<file path="src/rtl/hicore_irq_pkg.sv">
// Shared types and helpers for the HiCore external-interrupt arbiter.
package hicore_irq_pkg;

    localparam int MAX_IRQ = 32;

    typedef enum logic [1:0] {
        ST_IDLE    = 2'd0,
        ST_PENDING = 2'd1,
        ST_SERVICE = 2'd2
    } irq_state_e;

    // Claim/complete ID width: clog2 of the source count, never below one bit.
    function automatic int id_width(input int n_irq);
        return (n_irq < 2) ? 1 : $clog2(n_irq);
    endfunction

    // Index of the lowest set bit; 0 when the vector is empty.
    function automatic int lowest_set_idx(input logic [MAX_IRQ-1:0] vec);
        int idx;
        idx = 0;
        for (int i = MAX_IRQ - 1; i >= 0; i--) begin
            if (vec[i]) idx = i;
        end
        return idx;
    endfunction

endpackage

</file>
<file path="src/rtl/hicore_irq_sync.sv">
// Source conditioning: optional synchroniser (HICORE_IRQ_SYNC_EN), sampled-level
// register and rising-edge detect for every interrupt source.
module hicore_irq_sync #(
    parameter int WIDTH       = 8,
    parameter int SYNC_STAGES = 2
) (
    input  logic             clk,
    input  logic             rst,
    input  logic [WIDTH-1:0] irq_src,
    output logic [WIDTH-1:0] src_s,
    output logic [WIDTH-1:0] src_rise
);

    logic [WIDTH-1:0] src_q;

    if (SYNC_STAGES < 2) begin : g_bad_sync_stages
        $error("hicore_irq_sync: SYNC_STAGES must be at least 2");
    end

`ifdef HICORE_IRQ_SYNC_EN
    logic [WIDTH-1:0] sync_q [SYNC_STAGES];

    always_ff @(posedge clk) begin
        if (rst) begin
            for (int i = 0; i < SYNC_STAGES; i++) sync_q[i] <= '0;
        end else begin
            sync_q[0] <= irq_src;
            for (int i = 1; i < SYNC_STAGES; i++) sync_q[i] <= sync_q[i-1];
        end
    end

    assign src_s = sync_q[SYNC_STAGES-1];
`else
    assign src_s = irq_src;
`endif

    // src_q resets to 0, so a source already high at reset release reads as an edge.
    always_ff @(posedge clk) begin
        if (rst) src_q <= '0;
        else     src_q <= src_s;
    end

    assign src_rise = src_s & ~src_q;

endmodule

</file>
<file path="src/rtl/hicore_irq_arb.sv">
// N-source fixed-priority external-interrupt arbiter with claim/complete handshake.
// Define HICORE_IRQ_SYNC_EN to put a SYNC_STAGES-deep synchroniser on every source.
module hicore_irq_arb
    import hicore_irq_pkg::*;
#(
    parameter int               N_IRQ       = 8,
    parameter int               ID_W        = id_width(N_IRQ),
    parameter int               SYNC_STAGES = 2,
    parameter logic [N_IRQ-1:0] EDGE_MASK   = '0
) (
    input  logic             clk,
    input  logic             rst,
    input  logic [N_IRQ-1:0] irq_src,
    input  logic [N_IRQ-1:0] irq_en,
    output logic             m_ext_irq,
    input  logic             claim_req,
    output logic             claim_ack,
    output logic [ID_W-1:0]  claim_id,
    output logic             claim_null,
    input  logic             complete_valid,
    input  logic [ID_W-1:0]  complete_id,
    output logic             bad_complete
);

    irq_state_e       state, next_state;
    logic [ID_W-1:0]  in_svc_id, next_svc_id;
    logic [N_IRQ-1:0] src_s, src_rise;
    logic [N_IRQ-1:0] pending, svc_mask, eligible, win_onehot, clr_mask;
    logic [ID_W-1:0]  winner;
    logic             claim_take, complete_ok;

    hicore_irq_sync #(
        .WIDTH       (N_IRQ),
        .SYNC_STAGES (SYNC_STAGES)
    ) u_sync (
        .clk      (clk),
        .rst      (rst),
        .irq_src  (irq_src),
        .src_s    (src_s),
        .src_rise (src_rise)
    );

    // NOTE: every variable written in an always_comb gets a default first; a path that leaves one unassigned infers a latch.
    always_comb begin
        svc_mask = '0;
        for (int i = 0; i < N_IRQ; i++) begin
            svc_mask[i] = (state == ST_SERVICE) && (in_svc_id == ID_W'(i));
        end
    end

    assign eligible   = pending & irq_en & ~svc_mask;
    assign win_onehot = eligible & (~eligible + N_IRQ'(1));
    assign winner     = ID_W'(lowest_set_idx(MAX_IRQ'(eligible)));

    always_comb begin
        next_state  = state;
        next_svc_id = in_svc_id;
        claim_take  = 1'b0;
        complete_ok = 1'b0;
        case (state)
            ST_IDLE: begin
                if (eligible != '0) next_state = ST_PENDING;
            end
            ST_PENDING: begin
                // A complete in the same cycle is rejected and the claim is answered as null.
                if (claim_req && !complete_valid && (eligible != '0)) begin
                    next_state  = ST_SERVICE;
                    next_svc_id = winner;
                    claim_take  = 1'b1;
                end else if (eligible == '0) begin
                    next_state = ST_IDLE;
                end
            end
            ST_SERVICE: begin
                if (complete_valid && (complete_id == in_svc_id)) begin
                    next_state  = ST_IDLE;
                    complete_ok = 1'b1;
                end
            end
            default: next_state = ST_IDLE;
        endcase
    end

    assign clr_mask = claim_take ? win_onehot : '0;

    // Edge bits: a new rising edge beats a same-cycle claim clear. Level bits track the sampled source.
    // NOTE: sequential state uses non-blocking assignments so every flop samples pre-edge values.
    always_ff @(posedge clk) begin
        if (rst) begin
            pending <= '0;
        end else begin
            pending <= (EDGE_MASK & ((pending & ~clr_mask) | src_rise)) | (~EDGE_MASK & src_s);
        end
    end

    always_ff @(posedge clk) begin
        if (rst) begin
            state        <= ST_IDLE;
            in_svc_id    <= '0;
            m_ext_irq    <= 1'b0;
            claim_ack    <= 1'b0;
            claim_id     <= '0;
            claim_null   <= 1'b0;
            bad_complete <= 1'b0;
        end else begin
            state        <= next_state;
            in_svc_id    <= next_svc_id;
            m_ext_irq    <= (next_state == ST_PENDING);
            claim_ack    <= claim_req;
            claim_id     <= claim_take ? winner : '0;
            claim_null   <= claim_req && !claim_take;
            bad_complete <= complete_valid && !complete_ok;
        end
    end

endmodule

</file>
<file path="config.mk">
export PLATFORM = sky130hd
export DESIGN_NAME = hicore_irq_arb
export DESIGN_NICKNAME = d
export VERILOG_FILES = /design/src/rtl/hicore_irq_pkg.sv /design/src/rtl/hicore_irq_sync.sv /design/src/rtl/hicore_irq_arb.sv
export SDC_FILE = /design/constraint.sdc
export NUM_CORES = 1
export LEC_CHECK = 0
export BUFFER_PORTS_ARGS = -buffer_cell sky130_fd_sc_hd__buf_2
export CAP_MARGIN = 20
export CORE_MARGIN = 2
export CORE_UTILIZATION = 53
export CTS_CLUSTER_DIAMETER = 120
export DETAILED_ROUTE_END_ITERATION = 10
export PLACE_DENSITY = 0.82
export SETUP_SLACK_MARGIN = 0.15
export SLEW_MARGIN = 20
export SYNTH_ARGS = -nofsm -noshare
export SYNTH_HDL_FRONTEND = slang
export SYNTH_SLANG_ARGS = --single-unit
export TNS_END_PERCENT = 50
</file>
<file path="constraint.sdc">
create_clock -name clk -period 3.79 [get_ports clk]
set_input_delay 0.5685 -clock clk [delete_from_list [all_inputs] [get_ports clk]]
set_output_delay 0.5685 -clock clk [all_outputs]
set_load 0.02 [all_outputs]
</file>
* Word level (Yosys, flattened, before mapping)
Index checks and enable logic that the tools add are counted.
Storage, ports and cells: word-level logic and storage cells 62, register bits after elaboration 20, bits of input ports 23, output and inout bits 7
Cells by class: reduce and logical (&&, ||, !) cells 22, mux-type cells 17, bitwise operators 4, equality and inequality tests 11
Operator list (count):
- $mux W3 | 8
- $and A8 B8 Y8 | 2
- $logic_and A1 B1 Y1 | 13
- $eq A3 B3 Y1 const B | 4
- $logic_not A8 Y1 | 1
- $mux W2 | 4
- $not A8 Y8 | 1
- $reduce_bool A8 Y1 | 1
- $eq A3 B2 Y1 const B | 2
- $pmux W2 S3 | 1
- $eq A2 B1 Y1 const B | 2
- $mux W1 | 4
- $eq A3 B1 Y1 const B | 1
- $eq A3 B3 Y1 | 1
- $logic_not A1 Y1 | 3
- $logic_not A3 Y1 | 1
- $eq A2 B2 Y1 const B | 1
- $logic_not A2 Y1 | 1
- $reduce_and A2 Y1 | 1
- $reduce_or A2 Y1 | 1
- $not A1 Y1 | 1

* Longest topological paths before layout
Gate-level depths: netlist of run 1.
word-level depth 12, mapped depth 6, depth with buffers taken out 5

* Modules after synthesis
A second synthesis of run 1 with hierarchy kept.
Second synthesis, totals: cell total of the unflattened synthesis 143, area, all modules 1332.5 um2
By module, submodules not included:
- hicore_irq_arb | seq. area each 400.4 um2, cells each 111, area each 1012.2 um2, times used 1
- hicore_irq_sync | seq. area each 160.2 um2, cells each 32, area each 320.3 um2, times used 1

* Least setup slack after synthesis of run 1
Ideal clock, no wire load.
kind register to register, from reg in_svc_id[2], to reg in_svc_id[0], setup slack 2.146 ns, library setup time 0.114 ns, data arrival time 1.530 ns, stages on the path, launching flop included 6, data required time 3.676 ns, buffers on the path 0, cells stage by stage dfxtp_1 -> nor4b_2 -> a32oi_1 -> nor4_2 -> a2111oi_2 -> a21o_1
On the way: cells in the longest elaborated chain, start to end 12, elaborated cells between the ends (all ways) 29, classes of those cells eq/ne: 7; mux: 8; bitwise: 2; reduce/logical: 12
RTL lines:
- from (decl) | RTL line hicore_irq_arb.sv:26 | logic [ID_W-1:0] in_svc_id, next_svc_id;
- from (signal assigned) | RTL line hicore_irq_arb.sv:107 | in_svc_id <= next_svc_id;
- $eq A3 B3 Y1 | RTL line hicore_irq_arb.sv:47 | svc_mask[i] = (state == ST_SERVICE) && (in_svc_id == ID_W'(i));
- $logic_and A1 B1 Y1 | RTL line hicore_irq_arb.sv:47
- $not A8 Y8 (*) | RTL line hicore_irq_arb.sv:51 | assign eligible = pending & irq_en & ~svc_mask;
- $and A8 B8 Y8 (*) | RTL line hicore_irq_arb.sv:51
- $mux W3 (8 in series) | RTL line hicore_irq_pkg.sv:22 | if (vec[i]) idx = i;
Every way passes the cells marked *; elsewhere a longest branch is shown, timed or not. A chain may end at the register's enable or synchronous reset.

* Final worst setup path of run 1
from reg state[1], to reg in_svc_id[0]
On the way: cells in the longest elaborated chain, start to end 12, elaborated cells between the ends (all ways) 23, classes of those cells eq/ne: 2; mux: 8; bitwise: 2; reduce/logical: 11
RTL lines:
- from (decl) | RTL line hicore_irq_arb.sv:25 | irq_state_e state, next_state;
- from (signal assigned) | RTL line hicore_irq_arb.sv:106 | state <= next_state;
- $eq A2 B2 Y1 | RTL line hicore_irq_arb.sv:47
- $logic_and A1 B1 Y1 | RTL line hicore_irq_arb.sv:47
- $not A8 Y8 | RTL line hicore_irq_arb.sv:51
- $and A8 B8 Y8 | RTL line hicore_irq_arb.sv:51
- $mux W3 (8 in series) | RTL line hicore_irq_pkg.sv:22
Parallel ways exist; a longest one is shown, timed or not.

==> results of run 1 <==
flip-flops by register name, summed over array words and instances, names as in the netlist:
name,flops
claim_null,1
bad_complete,1
state,2
pending,8
m_ext_irq,1
claim_ack,1
claim_id,3
in_svc_id,3
power groups by stage:
stage / combinational, mW / clock, mW / sequential (mW)
after detailed placement: 0.0580 / 0 / 0.233
after global routing: 0.0640 / 0.131 / 0.231
final: 0.0580 / 0.121 / 0.229
after CTS: 0.0584 / 0.123 / 0.229
after global placement: 0.0565 / 0 / 0.233
after floorplan: 0.0335 / 0 / 0.235
worst max path at each step:
stage / cells past startpoint / startpoint / endpoint
after floorplan: 5 / in_svc_id[2]$_SDFFE_PP0P_ / in_svc_id[0]$_SDFFE_PP0P_
after global placement: 6 / complete_valid / in_svc_id[2]$_SDFFE_PP0P_
after detailed placement: 5 / state[1]$_SDFF_PP0_ / in_svc_id[0]$_SDFFE_PP0P_
after CTS: 5 / state[1]$_SDFF_PP0_ / in_svc_id[0]$_SDFFE_PP0P_
after global routing: 5 / state[1]$_SDFF_PP0_ / in_svc_id[0]$_SDFFE_PP0P_
final: 5 / state[1]$_SDFF_PP0_ / in_svc_id[0]$_SDFFE_PP0P_
kinds of logic (layout without fill, tap and decap cells):
group,count (synthesis),after routing,share of synthesized area
XOR/XNOR,3,3,0.02707
AO/OA/AOI/OAI,21,21,0.1985
AND/OR/NAND/NOR,51,51,0.3402
buffers and inverters,5,35,0.02191
flip-flops,20,20,0.4124
metal layers:
metal	wire (um)	GRT usage
met5	0	0
met4	29	0.07222
met3	99	0.04231
met2	935	0.3342
met1	892	0.2370
cell type report:
class | count | area (sq um) | share of cell area
clock buffers | 4 | 36.28 | 0.03102
inverters | 2 | 7.507 | 0.006417
multi-input cells | 75 | 549.3 | 0.4695
flip-flops and latches | 20 | 400.4 | 0.3422
well taps | 25 | 31.28 | 0.02674
repair buffers | 29 | 145.1 | 0.1241
through the flow:
step	hold WS, ns	cells	power [mW]
4_1_cts	0.4732	155	0.4096
5_1_grt	0.4748	155	0.4252
6_report	0.4719	155	0.4085
2_1_floorplan	0.5543	100	0.2684
3_5_place_dp	0.6016	151	0.2913
3_3_place_gp	0.5877	151	0.2893
cells in the final DEF, fill, tap and decap left out, drive strengths merged, types with 2 or more instances in the layout:
cell	n
a21o	3
a21oi	4
a32oi	4
and2	3
and4bb	2
buf	29
clkbuf	4
dfxtp	20
inv	2
nand2	11
nand3	4
nand3b	5
nor2	2
nor2b	11
nor3	2
nor4	3
o21ai	2
o32ai	2
xor2	3
critical path: cells and delay by family (launching register included):
| kind | cells | cell delay, ns |
|---|---|---|
| AOI/OAI and AO/OA | 3 | 0.85 |
| DFF | 1 | 0.51 |
| and+or+nand+nor | 2 | 0.59 |
==> metrics.md, run 1 <==
| Metric | Value |
|---|---|
| Total via count in the routed design | around 820 |
| HPWL after detailed placement | about 1500 um |
| Fin. max-slew vios | 0 |
| Hold-critical path endpoint | pending[0]$_SDFF_PP0_ |
| Count of distinct cell types in the synthesized netlist | 37 |
| Setup repair after global routing missed its margin | false |
| Via count normalized by instance count | between 5 and 6 |
| Layout cells sized above 1 | 0.3308 |
| Peak Freq | 498.2 MHz |
| Total gr overflow | 0 |
| Die Height | 46.80 um |
| Sequential power share | 0.561 |
| Post-Route Utilization | 0.6775 |
| Number of antenna violations at the first check in global routing | 0 |
| Most frequent cell after synthesis | dfxtp_1 |
| Overall Global Routing Usage | 0.1942 |
| Length in cells of the worst reg-to-reg path | 5 |
| Residual antenna-violating net count after detailed routing | 0 |
| Area leader, netlist | dfxtp_1 |
| Crit path launch type | register |
| Wire length of the first global-routing pass | ~3000 um |
| Hold violation total from the final report | 0 |
| Internal | 0.3069 mW |
| Slowest stage cell on the critical path | dfxtp_1 |
| Post-route design area | 0.001170 sq mm |
| Headroom to the max-slew limit | 0.7232 |
| Time the worst path needs with I/O delays and setup | between 2 and 2.5 ns |
| Yosys synthesis warning count | 0 |
| Hold path start | irq_src[0] |
| Class of the worst hold path | in2reg |
| Number of violations reported at the end of detailed-routing iteration 0 | 11 |
| IO Count | 30 |
| Max cap viols | 0 |
| Maximum fanout count along the critical path | 11 |
| Post-synthesis instance total | 100 |
| Worst EP arrival | 2.25 ns |
| Clock Power Share | 0.297 |
| Switching part of the total power | 0.2486 |
| Clock Tree Root | clkbuf_4 |
| Number of global-route vias before repair | 749 |
| Antenna Cells | 0 |
| Top_reg_cell synth | dfxtp_1 |
| Pwr/cell area | ~350 mW/mm^2 |
| Number of placement rows | 15 |
| Main area contributors after synthesis | dfxtp_1 41%, nor2b_1 7.1%, a32oi_2 5.0% |
| Outcome | complete, no violations |
| Largest net degree at the start of global routing | 16 |
| Critical Setup Path Class | reg2reg |
| Launch instance of the worst register-to-register path | state[1]$_SDFF_PP0_ |
| Max Clock Skew | roughly 0.0026 ns |
| Placeable core area | 0.001727 sq mm |
| H-tree levels | 1 |
| Seq/Total Area, Yosys | 0.4124 |
| Remaining DRCs | 0 |
| Die X-Extent | between 40 and 50 um |
| Worst-skew pair later-pin latency | approximately 0.30 ns |
| Cell depth of the worst min-delay path | 2 |
| Mean cell area of the mapped netlist | between 9 and 10 sq um |
| Worst VDD drop | approximately 0.25 mV |
| Post-DP Area | about 0.0011 sq mm |
| Die footprint | about 0.0022 sq mm |
| #FFs+latches synth | 20 |
| Routed length per instance | roughly 13 um |
| TritonCTS clock tree | built |
| Static power due to leakage | 0.5013 nW |
| Final setup margin | 1.783 ns |
| Net count of the finished layout | between 150 and 200 |
| Portion of synthesized cell area occupied by the leading cell type | 0.4124 |
| Element type at the critical path end | register |
| Post-CTS Setup Repair Bufs | 0 |
| Final WL | roughly 2000 um |
| Crit path required time | between 4 and 5 ns |
| Setup tns final | 0 ns |
| CTS-repair resized insts | 0 |
| Part of the cycle the worst path needs | 0.5296 |
| Filler cell count | roughly 150 |
| Part of the total power dissipated in combinational logic | 0.142 |
| Destination of the worst register-to-register timing path | in_svc_id[0]$_SDFFE_PP0P_ |
| Port Buf Inserts | 29 |
| Net switching component of the power | between 0.1 and 0.15 mW |
| Synth-to-layout area growth | 20.49% |
| Number of failing setup endpoints in the final timing report | 0 |
| Area of the mapped netlist | 970.9 sq um |
| Count of hold-fix buffers inserted at cts | 0 |
| Gpl congestion | slightly above 0.8 |
| Effective utilization at floorplan | 0.5623 |
| Most used standard cells in the synthesized netlist | 20 x dfxtp_1, 11 x nand2_1, 11 x nor2b_1, 5 x nand3b_1 |
| Slew at the pin with the worst max-slew slack | 0.4118 ns |
| Max clock buf depth | 2 |
| Register clock-pin slew on the reported worst setup and hold paths | between 0.1 and 0.15 ns |
| Clock buffer count from CTS | 3 |
| Count of TritonRoute iterations in the first routing pass | 4 |
| Share of flip-flops with an asynchronous set or reset after synthesis | 0 |
| Critical path, cell by cell | nor4b_2 > a32oi_1 > o41ai_2 > and2b_1 > a21o_1 |
| Post-placement setup slack | ~1.9 ns |
| Post-synth EDFFs | 0 |
| Total nets after synthesis | 123 |
| Max stage delay on crit path | 0.51 ns |
| Worst-case register-to-register setup slack | around 1.8 ns |
| Clock tree sinks | 20 |
Power figures use the tool's default switching activity.
==> inputs of run 2 (changes only) <==
--- a/config.mk
+++ b/config.mk
@@ -7,11 +7,12 @@
 export LEC_CHECK = 0
 export BUFFER_PORTS_ARGS = -buffer_cell sky130_fd_sc_hd__buf_2
 export CAP_MARGIN = 20
+export CORE_ASPECT_RATIO = 0.7
 export CORE_MARGIN = 2
-export CORE_UTILIZATION = 53
+export CORE_UTILIZATION = 44
 export CTS_CLUSTER_DIAMETER = 120
 export DETAILED_ROUTE_END_ITERATION = 10
-export PLACE_DENSITY = 0.82
+export PLACE_DENSITY = 0.73
 export SETUP_SLACK_MARGIN = 0.15
 export SLEW_MARGIN = 20
 export SYNTH_ARGS = -nofsm -noshare
==> constraint.sdc (replaced) <==
create_clock -name clk -period 1.7 [get_ports clk]
set_input_delay 0.255 -clock clk [delete_from_list [all_inputs] [get_ports clk]]
set_output_delay 0.255 -clock clk [all_outputs]
set_load 0.02 [all_outputs]
==> run 2 against run 1 <==
Clock power rose to 3.2 times the previous value; final area up 17%; maximum frequency up 19%; via count up 9.5%; sequential power up 120%; die area up 19%; wire length up 22%; critical path depth unchanged; worst setup slack worse by 1.8 ns; combinational power rose to 2.9 times the previous value; global-route usage up 1.2 points; total power rose to 2.6 times the previous value.
==> metrics.md, run 2 (synthesized netlist as in run 1, its figures left out) <==
| Metric | Value |
|---|---|
| Outcome | complete, no violations |
| Total gr overflow | 0 (unchanged) |
| Critical path, cell by cell | and4bb_2 > a32oi_4 > o41ai_4 > and2b_2 > a21o_1 |
| Class of the worst hold path | in2reg |
| Die X-Extent | 60.15 um (+29%) |
| Layout cells sized above 1 | 0.4507 (+0.1199) |
| Max Clock Skew | 0.004656 ns (+0.002098 ns) |
| Setup repair after global routing missed its margin | true |
| Number of placement rows | 14 (-1) |
| Crit path launch type | register |
| Via count normalized by instance count | 5.178 (-2.5%) |
| Slowest stage cell on the critical path | dfxtp_4 |
| Switching part of the total power | 0.2367 (-0.01188) |
| Number of flip-flops under the largest register name | 8 (unchanged) |
| Max cap viols | 0 (unchanged) |
| Final WL | 2381 um (+22%) |
| Number of failing setup endpoints in the final timing report | 0 (unchanged) |
| Register clock-pin slew on the reported worst setup and hold paths | 0.12 ns (about the same) |
| Fin. max-slew vios | 0 (unchanged) |
| Largest net degree at the start of global routing | 15 (-1) |
| Remaining DRCs | 0 (unchanged) |
| Worst-skew pair later-pin latency | 0.31 ns (about the same) |
| Count of TritonRoute iterations in the first routing pass | 4 (unchanged) |
| Internal | 0.8118 mW (+160%) |
| Overall Global Routing Usage | 0.2064 (+0.01222) |
| Post-Route Utilization | 0.6440 (-0.03350) |
| Effective utilization at floorplan | 0.4581 (-0.1042) |
| Worst-case register-to-register setup slack | 0.01 ns (-1.77 ns) |
| Static power due to leakage | 0.5791 nW (+16%) |
| Max clock buf depth | 2 (unchanged) |
| Element type at the critical path end | register |
| Hold violation total from the final report | 0 (unchanged) |
| Part of the total power dissipated in combinational logic | 0.158 (+0.016) |
| Routed length per instance | 13.68 um (+8.4%) |
| Time the worst path needs with I/O delays and setup | 1.687 ns (-0.3197 ns) |
| Number of global-route vias before repair | 851 (+14%) |
| Worst VDD drop | 0.8718 mV (+240%) |
| Count of hold-fix buffers inserted at cts | 0 (unchanged) |
| Sequential power share | 0.476 (-0.085) |
| Clock buffer count from CTS | 3 (unchanged) |
| Worst EP arrival | 1.94 ns (-0.31 ns) |
| Combined buffer and inverter count along the critical path | 0 (unchanged) |
| Max stage delay on crit path | 0.40 ns (-0.11 ns) |
| Maximum fanout count along the critical path | 7 (-4) |
| Net switching component of the power | 0.2518 mW (+150%) |
| Post-route design area | 0.001365 sq mm (+17%) |
| Die footprint | 0.002604 sq mm (+19%) |
| TritonCTS clock tree | built |
| Worst path top cell family by delay | compound AO/OA/AOI/OAI gates |
| Antenna Cells | 0 (unchanged) |
| Residual antenna-violating net count after detailed routing | 0 (unchanged) |
| H-tree levels | 1 (unchanged) |
| Peak Freq | 592.6 MHz (+19%) |
| Beginning of the critical path | in_svc_id[1]$_SDFFE_PP0P_ |
| Synth-to-layout area growth | 40.59% |
| Part of the cycle the worst path needs | 0.9926 (+0.4630) |
| Hold path start | irq_src[5] |
| Clock tree sinks | 20 (unchanged) |
| Number of violations reported at the end of detailed-routing iteration 0 | 44 (+33) |
| Slew at the pin with the worst max-slew slack | 0.3678 ns (-0.04397 ns) |
| Wire length of the first global-routing pass | 3926 um (+31%) |
| Post-route worst hold slack | 0.1519 ns (-0.3199 ns) |
| Port Buf Inserts | 29 (unchanged) |
| Largest registers in the final layout | pending (8), claim_id (3), in_svc_id (3) |
| IO Count | 30 (unchanged) |
| Launch instance of the worst register-to-register path | in_svc_id[1]$_SDFFE_PP0P_ |
| Die Height | 43.30 um (-7.5%) |
| Placeable core area | 0.002120 sq mm (+23%) |
| Gpl congestion | 0.8529 (+4.5%) |
| Crit path required time | 1.96 ns (-2.08 ns) |
| Clock Tree Root | clkbuf_4 |
| Register name with the most flops | pending |
| Net count of the finished layout | 166 (+7.8%) |
| Number of antenna violations at the first check in global routing | 0 (unchanged) |
| Headroom to the max-slew limit | 0.7527 (+0.02956) |
| HPWL after detailed placement | 1684 um (+12%) |
| Most frequent standard cell in the layout excluding fill and tap cells | buf_2 |
| Post-DP Area | 0.001230 sq mm (+8.5%) |
| Critical Setup Path Class | reg2reg |
| Pwr/cell area | 779.2 mW/mm^2 (+120%) |
| Most used cells in the layout excluding fill and tap cells | 29 x buf_2, 15 x dfxtp_1, 12 x buf_4, 11 x nand2_1, 11 x nor2b_1 |
| Clock Power Share | 0.365 (+0.068) |
| Total via count in the routed design | 901 (+9.5%) |
==> run 2: cell count changes in the layout (fill, tap and decap cells not counted), moves of 2 or more <==
cell / delta
dfxtp_1: -5
a32oi_4: +3
dfxtp_4: +2
dfxtp_2: +3
buf_4: +12
a32oi_2: -2
==> run 2: stage by stage <==
stage | TNS (ns) | setup WS, ns | power (mW) | std cells
6_report | 0 | 0.01265 | 1.064 | 174
5_1_grt | -0.2534 | -0.08007 | 1.121 | 174
4_1_cts | 0 | 0.03156 | 1.062 | 173
3_5_place_dp | -0.03862 | -0.01993 | 0.6697 | 167
3_3_place_gp | 0 | 0.005731 | 0.6654 | 167
2_1_floorplan | 0 | 0.1413 | 0.6034 | 100
==> run 2: final cells by class <==
cell class	count	area [sq um]
fill	178	754.5
multi-input combinational	75	618.1
sequential	20	411.6
timing repair buffer	41	235.2
tap	32	40.04
clock inverter	1	30.03
clock buffer	3	22.52
inverter	2	7.507
==> run 2: power groups by stage <==
stage | sequential, mW | combinational (mW) | clock (mW)
after floorplan | 0.526 | 0.0779 | 0
after detailed placement | 0.519 | 0.151 | 0
final | 0.507 | 0.169 | 0.389
after global placement | 0.518 | 0.148 | 0
after global routing | 0.510 | 0.184 | 0.427
after CTS | 0.506 | 0.154 | 0.402
==> run 2: timing repair <==
action	4_1_cts	5_1_grt
hold endpoints to repair	0	0
pin swaps	2	1
gates resized for setup	5	7
endpoints found under the setup margin	9	10
buffers inserted	2	1
==> run 2: path summary, 6_finish.rpt <==
kind,to,cells after the start
worst min register to register,in_svc_id[2]$_SDFFE_PP0P_,1
worst max-delay path,in_svc_id[2]$_SDFFE_PP0P_,5
worst min-delay path,pending[5]$_SDFF_PP0_,2
worst max register to register,in_svc_id[2]$_SDFFE_PP0P_,5
==> run 2: metal layers <==
metal  GRT usage  share of wire  vias up
li1            -              -      453
met1      0.2868           0.47      410
met2      0.3109           0.45       34
met3     0.06402          0.067        4
met4     0.05333          0.012        0
met5           0              0        -
==> inputs of run 3 (changes only) <==
--- a/config.mk
+++ b/config.mk
@@ -7,12 +7,11 @@
 export LEC_CHECK = 0
 export BUFFER_PORTS_ARGS = -buffer_cell sky130_fd_sc_hd__buf_2
 export CAP_MARGIN = 20
-export CORE_ASPECT_RATIO = 0.7
 export CORE_MARGIN = 2
-export CORE_UTILIZATION = 44
+export CORE_UTILIZATION = 53
 export CTS_CLUSTER_DIAMETER = 120
 export DETAILED_ROUTE_END_ITERATION = 10
-export PLACE_DENSITY = 0.73
+export PLACE_DENSITY = 0.82
 export SETUP_SLACK_MARGIN = 0.15
 export SLEW_MARGIN = 20
 export SYNTH_ARGS = -nofsm -noshare
==> constraint.sdc (replaced) <==
create_clock -name clk -period 2.1 [get_ports clk]
set_input_delay 0.315 -clock clk [delete_from_list [all_inputs] [get_ports clk]]
set_output_delay 0.315 -clock clk [all_outputs]
set_load 0.02 [all_outputs]
==> run 3 against run 2 <==
Highest routed layer unchanged; utilization increased by 4.9 points; via count decreased by 6.4%; non-clock buffer count down 12; critical endpoint unchanged; die area shrank 16%.
==> metrics.md, run 3 (synthesized netlist as in run 1, its figures left out) <==
| Metric | Value |
|---|---|
| Overall Global Routing Usage | 0.1987 (-0.007641) |
| Effective utilization at floorplan | 0.5623 (+0.1042) |
| Net count of the finished layout | 154 (-7.2%) |
| Peak Freq | 533.6 MHz (-10%) |
| Register name with the most flops | pending |
| Post-DP Area | 0.001134 sq mm (-7.8%) |
| Maximum fanout count along the critical path | 8 (+1) |
| Max Clock Skew | 0.001524 ns (-0.003132 ns) |
| Clock Power Share | 0.293 (-0.072) |
| H-tree levels | 1 (unchanged) |
| Post-route design area | 0.001197 sq mm (-12%) |
| Via count normalized by instance count | 5.439 (+5.0%) |
| Worst VDD drop | 0.4659 mV (-47%) |
| Synth-to-layout area growth | 23.32% |
| Critical Setup Path Class | reg2reg |
| Largest net degree at the start of global routing | 16 (+1) |
| Number of global-route vias before repair | 758 (-11%) |
| Internal | 0.5569 mW (-31%) |
| Clock tree sinks | 20 (unchanged) |
| Setup repair after global routing missed its margin | false |
| Final WL | 2063 um (-13%) |
| Count of hold-fix buffers inserted at cts | 0 (unchanged) |
| Die footprint | 0.002190 sq mm (-16%) |
| Final non-filler cell total | 155 (-11%) |
| Part of the cycle the worst path needs | 0.8925 (-0.1001) |
| Placeable core area | 0.001727 sq mm (-19%) |
| IO Count | 30 (unchanged) |
| Total via count in the routed design | 843 (-6.4%) |
| Sequential power share | 0.559 (+0.083) |
| Most used cells in the layout excluding fill and tap cells | 29 x buf_2, 18 x dfxtp_1, 11 x nand2_1, 11 x nor2b_1, 5 x nand3b_1 |
| Routed length per instance | 13.31 um (-2.7%) |
| Max cap viols | 0 (unchanged) |
| Number of flip-flops under the largest register name | 8 (unchanged) |
| Slew at the pin with the worst max-slew slack | 0.3938 ns (+0.02598 ns) |
| Register clock-pin slew on the reported worst setup and hold paths | 0.11 ns (about the same) |
| TritonCTS clock tree | built |
| Class of the worst hold path | in2reg |
| Switching part of the total power | 0.2502 (+0.01340) |
| Number of cells after detailed placement | 151 (-9.6%) |
| Total gr overflow | 0 (unchanged) |
| Port Buf Inserts | 29 (unchanged) |
| Static power due to leakage | 0.5057 nW (-13%) |
| Count of TritonRoute iterations in the first routing pass | 4 (unchanged) |
| Element type at the critical path end | register |
| HPWL after detailed placement | 1527 um (-9.3%) |
| Gpl congestion | 0.8799 (+3.2%) |
| Die X-Extent | 46.80 um (-22%) |
| Clock buffer count from CTS | 3 (unchanged) |
| Setup tns final | 0 ns (unchanged) |
| Headroom to the max-slew limit | 0.7371 (-0.01564) |
| Number of placement rows | 15 (+1) |
| Antenna Cells | 0 (unchanged) |
| Filler cell count | 148 (-17%) |
| Time the worst path needs with I/O delays and setup | 1.874 ns (+0.1869 ns) |
| Number of violations reported at the end of detailed-routing iteration 0 | 15 (-66%) |
| Part of the total power dissipated in combinational logic | 0.148 (-0.010) |
| Clock Tree Root | clkbuf_4 |
| Largest registers in the final layout | pending (8), claim_id (3), in_svc_id (3) |
| Max clock buf depth | 2 (unchanged) |
| Residual antenna-violating net count after detailed routing | 0 (unchanged) |
| Remaining DRCs | 0 (unchanged) |
| Number of antenna violations at the first check in global routing | 0 (unchanged) |
| Pwr/cell area | 620.3 mW/mm^2 (-20%) |
| Worst EP arrival | 2.12 ns (+0.18 ns) |
| Worst-skew pair later-pin latency | 0.29 ns (-0.02 ns) |
| Hold violation total from the final report | 0 (unchanged) |
| Outcome | complete, no violations |
| Crit path launch type | register |
| Fin. max-slew vios | 0 (unchanged) |
| Number of failing setup endpoints in the final timing report | 0 (unchanged) |
| Net switching component of the power | 0.1858 mW (-26%) |
| Layout cells sized above 1 | 0.3538 (-0.09686) |
| Crit path required time | 2.34 ns (+0.38 ns) |
| Wire length of the first global-routing pass | 3098 um (-21%) |
| Most frequent standard cell in the layout excluding fill and tap cells | buf_2 |
| Die Height | 46.80 um (+8.1%) |
==> run 3: changes by cell type in the layout (fill, tap and decap cells not counted), sizes merged <==
cell and delta:
buf -12, bufinv -1, clkbuf +1
==> run 3: final timing paths <==
kind / start / cells after the start / endpoint / slack, ns
max: in_svc_id[1]$_SDFFE_PP0P_ / 5 / in_svc_id[2]$_SDFFE_PP0P_ / 0.23
min: irq_src[7] / 2 / pending[7]$_SDFF_PP0_ / 0.22
max reg2reg: in_svc_id[1]$_SDFFE_PP0P_ / 5 / in_svc_id[2]$_SDFFE_PP0P_ / 0.23
min reg2reg: state[1]$_SDFF_PP0_ / 1 / state[0]$_SDFF_PP0_ / 0.56
==> run 3: power groups by stage <==
stage                     combinational [mW]  sequential, mW  clock, mW
after floorplan                       0.0605           0.424          0
after global placement                 0.102           0.420          0
after detailed placement               0.104           0.422          0
after CTS                              0.104           0.413      0.225
after global routing                   0.121           0.417      0.239
final                                  0.110           0.415      0.218
==> run 3: through the flow <==
step                power, mW    util  hold slack [ns]  setup WS, ns
floorplan              0.4844       -           0.3866        0.4563
global placement       0.5221  0.6565           0.5231        0.3082
detailed placement     0.5257  0.6565           0.5309        0.1666
CTS                    0.7425  0.6783           0.2141        0.2049
global route           0.7769  0.6935           0.2163        0.1449
finish                 0.7427  0.6935           0.2204        0.2258
==> run 3: per-layer routing <==
| layer | global-route usage | vias up | wire length [um] |
|---|---|---|---|
| met5 | 0 | - | 0 |
| met4 | 0.08333 | 0 | 12 |
| met3 | 0.03462 | 2 | 91 |
| met2 | 0.3260 | 18 | 987 |
| met1 | 0.2577 | 394 | 972 |
| li1 | - | 429 | - |
==> run 3: critical path, stage by stage (launching register included) <==
cell      delay [ns]
dfxtp_1         0.55
and4bb_4        0.30
a32oi_2         0.18
o41ai_2         0.44
and2b_1         0.22
a21o_1          0.13
==> run 3: layout make-up <==
class,instances,area (sq um),area share
Clock buffer,4,36.28,0.03030
Timing Repair Buffer,29,145.1,0.1212
Multi-Input combinational cell,75,574.3,0.4796
Sequential cell,20,402.9,0.3365
Tap cell,25,31.28,0.02612
Inverter,2,7.507,0.006270
==> run 3: timing repair <==
| action | CTS | global route |
|---|---|---|
| endpoints found under the setup margin | 3 | 3 |
| resized for setup | 1 | 4 |
| pin swaps | 0 | 1 |
| endpoints found under the hold margin | 0 | 0 |
| setup buffers | 0 | 0 |
